[src/rtl/lsu_misalign_seq.sv]
// lsu_misalign_seq: splits word-crossing external loads/stores into aligned bus transactions and merges split load data
module lsu_misalign_seq #(
  parameter int RSP_TIMEOUT = 255
) (
  input  logic        clk,
  input  logic        rst,
  input  logic        req_valid,
  output logic        req_ready,
  input  logic [31:0] req_addr,
  input  logic [1:0]  req_size,
  input  logic        req_store,
  input  logic [31:0] req_wdata,
  input  logic        req_sideeffect,
  output logic        bus_valid,
  input  logic        bus_ready,
  output logic [31:0] bus_addr,
  output logic        bus_write,
  output logic [31:0] bus_wdata,
  output logic [3:0]  bus_wstrb,
  input  logic        rsp_valid,
  input  logic [31:0] rsp_data,
  input  logic        rsp_err,
  output logic        done_valid,
  output logic [31:0] done_data,
  output logic        done_err,
  output logic        done_split
);
  typedef enum logic [2:0] {IDLE, LO_REQ, LO_RSP, HI_REQ, HI_RSP, DONE} state_t;
  state_t      state_q, state_d;
  logic [29:0] word_q, word_d;
  logic [1:0]  off_q, off_d, size_q, size_d;
  logic        store_q, store_d, split_q, split_d;
  logic [31:0] wdata_q, wdata_d, lo_q, lo_d;
  logic [15:0] cnt_q, cnt_d;
  logic [31:0] done_data_q, done_data_d;
  logic        done_err_q, done_err_d, done_split_q, done_split_d;
  logic [2:0]  req_n;
  logic        req_aligned, req_split, timeout, hi;
  logic        fin, fin_err, fin_split;
  logic [31:0] fin_data;
  logic [3:0]  mask4;
  logic [7:0]  strb8;
  logic [63:0] wdata64;

  function automatic logic [31:0] merge(input logic [31:0] hi_w, input logic [31:0] lo_w,
                                        input logic [1:0] off, input logic [1:0] size);
    return 32'({hi_w, lo_w} >> {off, 3'b000}) &
           (size == 2'd0 ? 32'h0000_00FF : size == 2'd1 ? 32'h0000_FFFF : 32'hFFFF_FFFF);
  endfunction

  assign req_n       = req_size == 2'd0 ? 3'd1 : req_size == 2'd1 ? 3'd2 : 3'd4;
  assign req_split   = ({1'b0, req_addr[1:0]} + req_n) > 3'd4;
  assign req_aligned = req_size == 2'd0 | (req_size == 2'd1 & ~req_addr[0]) | req_addr[1:0] == 2'd0;
  assign timeout     = cnt_q == 16'(RSP_TIMEOUT - 1);
  assign mask4       = size_q == 2'd0 ? 4'b0001 : size_q == 2'd1 ? 4'b0011 : 4'b1111;
  assign strb8       = {4'b0000, mask4} << off_q;
  assign wdata64     = {32'h0, wdata_q} << {off_q, 3'b000};

  always_ff @(posedge clk) begin
    if (rst) begin
      state_q      <= IDLE;
      word_q       <= '0;
      off_q        <= '0;
      size_q       <= '0;
      store_q      <= 1'b0;
      split_q      <= 1'b0;
      wdata_q      <= '0;
      lo_q         <= '0;
      cnt_q        <= '0;
      done_data_q  <= '0;
      done_err_q   <= 1'b0;
      done_split_q <= 1'b0;
    end else begin
      state_q      <= state_d;
      word_q       <= word_d;
      off_q        <= off_d;
      size_q       <= size_d;
      store_q      <= store_d;
      split_q      <= split_d;
      wdata_q      <= wdata_d;
      lo_q         <= lo_d;
      cnt_q        <= cnt_d;
      done_data_q  <= done_data_d;
      done_err_q   <= done_err_d;
      done_split_q <= done_split_d;
    end
  end

  always_comb begin
    state_d      = state_q;
    word_d       = word_q;
    off_d        = off_q;
    size_d       = size_q;
    store_d      = store_q;
    split_d      = split_q;
    wdata_d      = wdata_q;
    lo_d         = lo_q;
    cnt_d        = cnt_q + 16'd1;
    done_data_d  = done_data_q;
    done_err_d   = done_err_q;
    done_split_d = done_split_q;
    fin          = 1'b0;
    fin_err      = 1'b0;
    fin_split    = 1'b0;
    fin_data     = '0;
    case (state_q)
      IDLE: if (req_valid) begin
        word_d  = req_addr[31:2];
        off_d   = req_addr[1:0];
        size_d  = req_size;
        store_d = req_store;
        split_d = req_split;
        wdata_d = req_wdata;
        fin     = req_sideeffect & ~req_aligned;
        fin_err = fin;
        state_d = LO_REQ;
      end
      LO_REQ, HI_REQ: begin
        cnt_d = '0;
        if (bus_ready) state_d = state_q == LO_REQ ? LO_RSP : HI_RSP;
      end
      LO_RSP: if (rsp_valid & ~rsp_err & split_q) begin
        lo_d    = rsp_data;
        state_d = HI_REQ;
      end else if (rsp_valid | timeout) begin
        fin      = 1'b1;
        fin_err  = ~rsp_valid | rsp_err;
        fin_data = merge(32'h0, rsp_data, off_q, size_q);
      end
      HI_RSP: if (rsp_valid | timeout) begin
        fin       = 1'b1;
        fin_err   = ~rsp_valid | rsp_err;
        fin_split = 1'b1;
        fin_data  = merge(rsp_data, lo_q, off_q, size_q);
      end
      DONE: state_d = IDLE;
      default: state_d = IDLE;
    endcase
    // a response arriving on the last timeout cycle is taken, so fin_err uses rsp_valid first
    if (fin) begin
      state_d      = DONE;
      done_err_d   = fin_err;
      done_split_d = fin_split;
      done_data_d  = (fin_err | store_d) ? '0 : fin_data;
    end
  end

  always_comb begin
    hi         = state_q == HI_REQ;
    bus_valid  = state_q == LO_REQ | hi;
    req_ready  = state_q == IDLE & ~rst;
    bus_addr   = bus_valid ? {word_q + 30'(hi), 2'b00} : '0;
    bus_write  = bus_valid & store_q;
    bus_wstrb  = ~bus_valid ? '0 : hi ? strb8[7:4] : strb8[3:0];
    bus_wdata  = ~bus_valid ? '0 : hi ? wdata64[63:32] : wdata64[31:0];
    done_valid = state_q == DONE;
    done_data  = done_data_q;
    done_err   = done_err_q;
    done_split = done_split_q;
  end
endmodule

[config.mk]
export PLATFORM = sky130hd
export DESIGN_NAME = lsu_misalign_seq
export DESIGN_NICKNAME = d
export VERILOG_FILES = /design/src/rtl/lsu_misalign_seq.sv
export SDC_FILE = /design/constraint.sdc
export NUM_CORES = 1
export LEC_CHECK = 0
export CAP_MARGIN = 20
export CORE_MARGIN = 2
export CORE_UTILIZATION = 40
export CTS_CLUSTER_SIZE = 16
export DETAILED_ROUTE_END_ITERATION = 8
export PLACE_DENSITY_LB_ADDON = 0.25
export SLEW_MARGIN = 0
export SYNTH_ARGS = -nofsm -noshare
export SYNTH_HDL_FRONTEND = slang
export SYNTH_SLANG_ARGS = --single-unit
[constraint.sdc]
create_clock -name clk -period 3.9 [get_ports clk]
set_input_delay 0.975 -clock clk [delete_from_list [all_inputs] [get_ports clk]]
set_output_delay 0.975 -clock clk [all_outputs]
set_load 0.1 [all_outputs]
==> impl_metrics.py <==
metrics = {
    "logic_synthesis": {
        "yosysTopAreaCell": "dfxtp_1",
        "synth_compound_area_frac": 0.196,
        "synth_top_family_by_area": "simple AND/OR/NAND/NOR gates",
        "syn_area_sq_um": 8920,
        "synth_warnings": 0,
        "synthDistinctLibCells": 64,
        "synth.avg_cell_area_sq_um": 8.00,
        "synth_cells": 1115,
        "yosysTopAreaCellShare": 0.343,
        "ys_seq_area_frac": 0.343,
        "yosys.area_share.xor_xnor": 0.0216,
        "synth.mux.area_fraction": 0.138,
        "async_flop_share": 0,
        "yosys.area_share.simple": 0.228,
        "synthAdderAreaFrac": 0.00926,
        "synth_ff_type": "dfxtp_1",
        "ys_top_cells_by_area": "dfxtp_1 34%, nand2_1 11%, a21oi_1 8.1%",
        "synth-edff-count": 0,
        "postSynthRegisterBits": 153,
    },
    "timing": {
        "clock_skew_ns": 0.0108,
        "slew_viol_final": 0,
        "finalCriticalPeriod_ns": 3.80,
        "slew_headroom": 0.300,
        "rsz0062_at_grt": "true",
        "hold_violations": 0,
        "tightest_slew_ns": 1.05,
        "finalSetupTns_ns": 0,
        "max_freq_ghz": 0.263,
        "whs_ns": 0.449,
        "setup_violations": 0,
        "fin_crit_sh": 0.975,
    },
    "global_route": {
        "grt-busiest-layer": "met2",
        "use_met1": 0.313,
        "antenna_found_initial": 2,
        "gr-usage-met2": 0.393,
        "gr-usage-met3": 0.0570,
        "grt_max_degree": 89,
        "grt_pass1_vias": 8513,
        "grt_pass1_wl_um": 46100,
        "grt_use_total": 0.243,
        "grt_overflow": 0,
    },
    "route": {
        "wirelength_um": 29100,
        "ant_nets": 0,
        "first_pass_iters": 5,
        "dr_total_vias": 8890,
        "wire_per_inst_um": 18.6,
        "drtIter0Drc": 577,
        "viasPerCell": 5.67,
        "drc": 0,
    },
    "critical_path": {
        "cp_max_fo": 7,
        "r2r_cells": 4,
        "cpPeakStageDelay_ns": 0.56,
        "end_kind": "primary output",
        "start_kind": "flop",
        "critPathBufInv": 1,
        "path_class": "reg -> out",
        "timing.rr.start": "off_q[0]$_SDFFE_PP0P_",
        "cp.arrival_ns": 2.83,
        "reg2reg_to": "done_data[2]$_SDFFE_PP0P_",
        "r2r_setup_slack_ns": 0.95,
        "cp_top_family": "simple AND/OR/NAND/NOR gates",
        "crit_required_ns": 2.92,
        "slowest_stage": "or4_4",
        "worstPathCellList": "and3b_2 > ha_4 > ha_4 > nand3_4 > or4_4 > or4_4 > a21oi_4 > buf_12",
    },
    "placed_design": {
        "place_congestion": 0.873,
        "dp_hpwl_um": 20100,
        "dp.cells": 1531,
        "place.port_buffers": 209,
    },
    "outcome": {
        "status": "finished clean",
    },
    "cts": {
        "cts_buffers": 17,
        "clk_path_buf_depth": 2,
        "cts_num_sinks": 153,
        "cts_tree": "built",
        "clock_latency_ns": 0.42,
        "clockRootBuffer": "clkbuf_16",
        "cts_hold_buf": 0,
        "cts-htree-levels": 4,
        "path_clk_slew_ns": 0.06,
    },
    "hold_path": {
        "hold_path.class": "reg -> reg",
        "min_path_cells": 2,
        "min_from": "done_split$_SDFFE_PP0P_",
        "min_to": "done_split$_SDFFE_PP0P_",
    },
    "die": {
        "die_h_um": 153,
        "start_util": 0.408,
        "die_w_um": 153,
        "row_count": 54,
        "die_area_sq_um": 23500,
        "core_area_sq_um": 21900,
        "ioPinCount": 212,
    },
    "power_and_ir_drop": {
        "pwr_density_cell_nw_per_um2": 417,
        "finalPower_w": 0.00532,
        "peakVddDrop_mv": 0.277,
        "p_leak_nw": 4.14,
    },
    "finish": {
        "post-route-util": 0.583,
        "fillerInstances": 1976,
        "drive_gt1_frac": 0.184,
        "instances_no_fill": 1568,
        "area_growth_pct": 43.0,
        "num-nets-final": 1387,
    },
    "run": {
        "cap_violations": 0,
    },
}
[cells in the final DEF, fill, tap and decap left out, types with 7 or more instances in the layout]
cell type,count
dfxtp_1,151
o22ai_1,7
clkbuf_16,17
a211oi_2,8
mux2_2,16
mux2i_1,33
buf_4,29
buf_12,67
a32oi_1,8
o31ai_1,7
and2_1,19
nor2_2,8
o21ai_0,38
a21oi_1,130
inv_1,42
o22ai_2,8
mux4_2,32
a22oi_1,24
and3_1,11
xnor2_1,10
o32ai_1,32
nand4_1,11
xor2_1,12
nor3b_1,11
nand3_1,15
a21oi_4,12
nor2_1,23
or4_4,8
nor3_1,10
or3_1,11
clkdlybuf4s50_1,138
nand2_1,258
[worst register-to-register path: stages, from the launching register on]
cell	delay, ns
dfxtp_4	0.99
buf_4	0.73
mux4_2	0.59
a22oi_1	0.34
o32ai_1	0.14
[sequential cells by signal (all words and copies together), names as in the netlist]
signal / cells
store_q: 1
word_q: 30
split_q: 1
done_split: 1
state_q: 3
off_q: 2
size_q: 2
wdata_q: 32
done_err: 1
cnt_q: 16
lo_q: 32
done_data: 32
[metrics by stage]
| step | area, sq um | worst slack (ns) |
|---|---|---|
| after floorplan | 9280 | -0.129 |
| after global placement | 12100 | 0.427 |
| after detailed placement | 12100 | 0.346 |
| after CTS | 12700 | 0.0125 |
| after global routing | 12800 | 0.00376 |
| final | 12800 | 0.0961 |
[kinds of logic after synthesis]
family	Yosys count
other cells	1
compound gates	289
simple gates	425
fa+ha+maj	6
mux	81
flops	153
buf+inv	138
xor+xnor	22
[Yosys cell counts (6+ instances only)]
| library cell | instances |
|---|---|
| a211oi_1 | 9 |
| a21oi_1 | 144 |
| a22oi_1 | 24 |
| a32oi_1 | 8 |
| and2_1 | 19 |
| and3_1 | 11 |
| and4_1 | 6 |
| buf_1 | 7 |
| buf_2 | 12 |
| buf_4 | 7 |
| clkbuf_1 | 68 |
| dfxtp_1 | 153 |
| inv_1 | 42 |
| mux2_2 | 16 |
| mux2i_1 | 33 |
| mux4_2 | 32 |
| nand2_1 | 258 |
| nand2b_1 | 7 |
| nand3_1 | 16 |
| nand4_1 | 11 |
| nor2_1 | 31 |
| nor3_1 | 10 |
| nor3b_1 | 11 |
| o21ai_0 | 38 |
| o22ai_1 | 15 |
| o31ai_1 | 7 |
| o32ai_1 | 32 |
| or3_1 | 11 |
| or4_1 | 7 |
| xnor2_1 | 10 |
| xor2_1 | 12 |
[routing by layer]
metal  vias up  part of all wire
met5         -                 0
met4         0             0.032
met3        55             0.063
met2       308              0.48
met1      4216              0.43
li1       4311                 -
[layout make-up]
cell class                 count  area [sq um]  share of cell area
multi-input combinational    826          5660               0.444
sequential                   153          3070               0.241
timing repair buffer         234          2940               0.231
clock buffer                  21           450              0.0353
tap                          280           350              0.0275
inverter                      43           161              0.0127
clock inverter                10           120             0.00942
antenna                        1          2.50            0.000196
[report_power, final]
part	leakage [nW]	internal, W	switching (W)
logic	2.64	0.000658	0.00122
clock network	0.262	0.000957	0.000657
registers	1.24	0.00167	0.000158
total	4.14	0.00329	0.00203
[timing repair]
action | 4_1_cts | 5_1_grt
pin swaps | 1 | 0
resized for setup | 1 | 4
setup endpoints to repair | 4 | 6
setup buffers | 4 | 0
gates cloned | 0 | 1
[worst max path at each step]
stage,from,to,slack (ns),cells after the start
3_5_place_dp,state_q[2]$_SDFFE_PP0P_,bus_addr[29],0.35,7
5_1_grt,state_q[1]$_SDFFE_PP0P_,bus_addr[30],0.004,8
6_report,state_q[2]$_SDFFE_PP0P_,bus_addr[30],0.1,8
4_1_cts,state_q[2]$_SDFFE_PP0P_,bus_addr[30],0.01,8
2_1_floorplan,state_q[2]$_SDFFE_PP0P_,bus_addr[29],-0.13,9
3_3_place_gp,state_q[2]$_SDFFE_PP0P_,bus_addr[29],0.43,7
No activity file was read; power rests on OpenSTA's default activity.
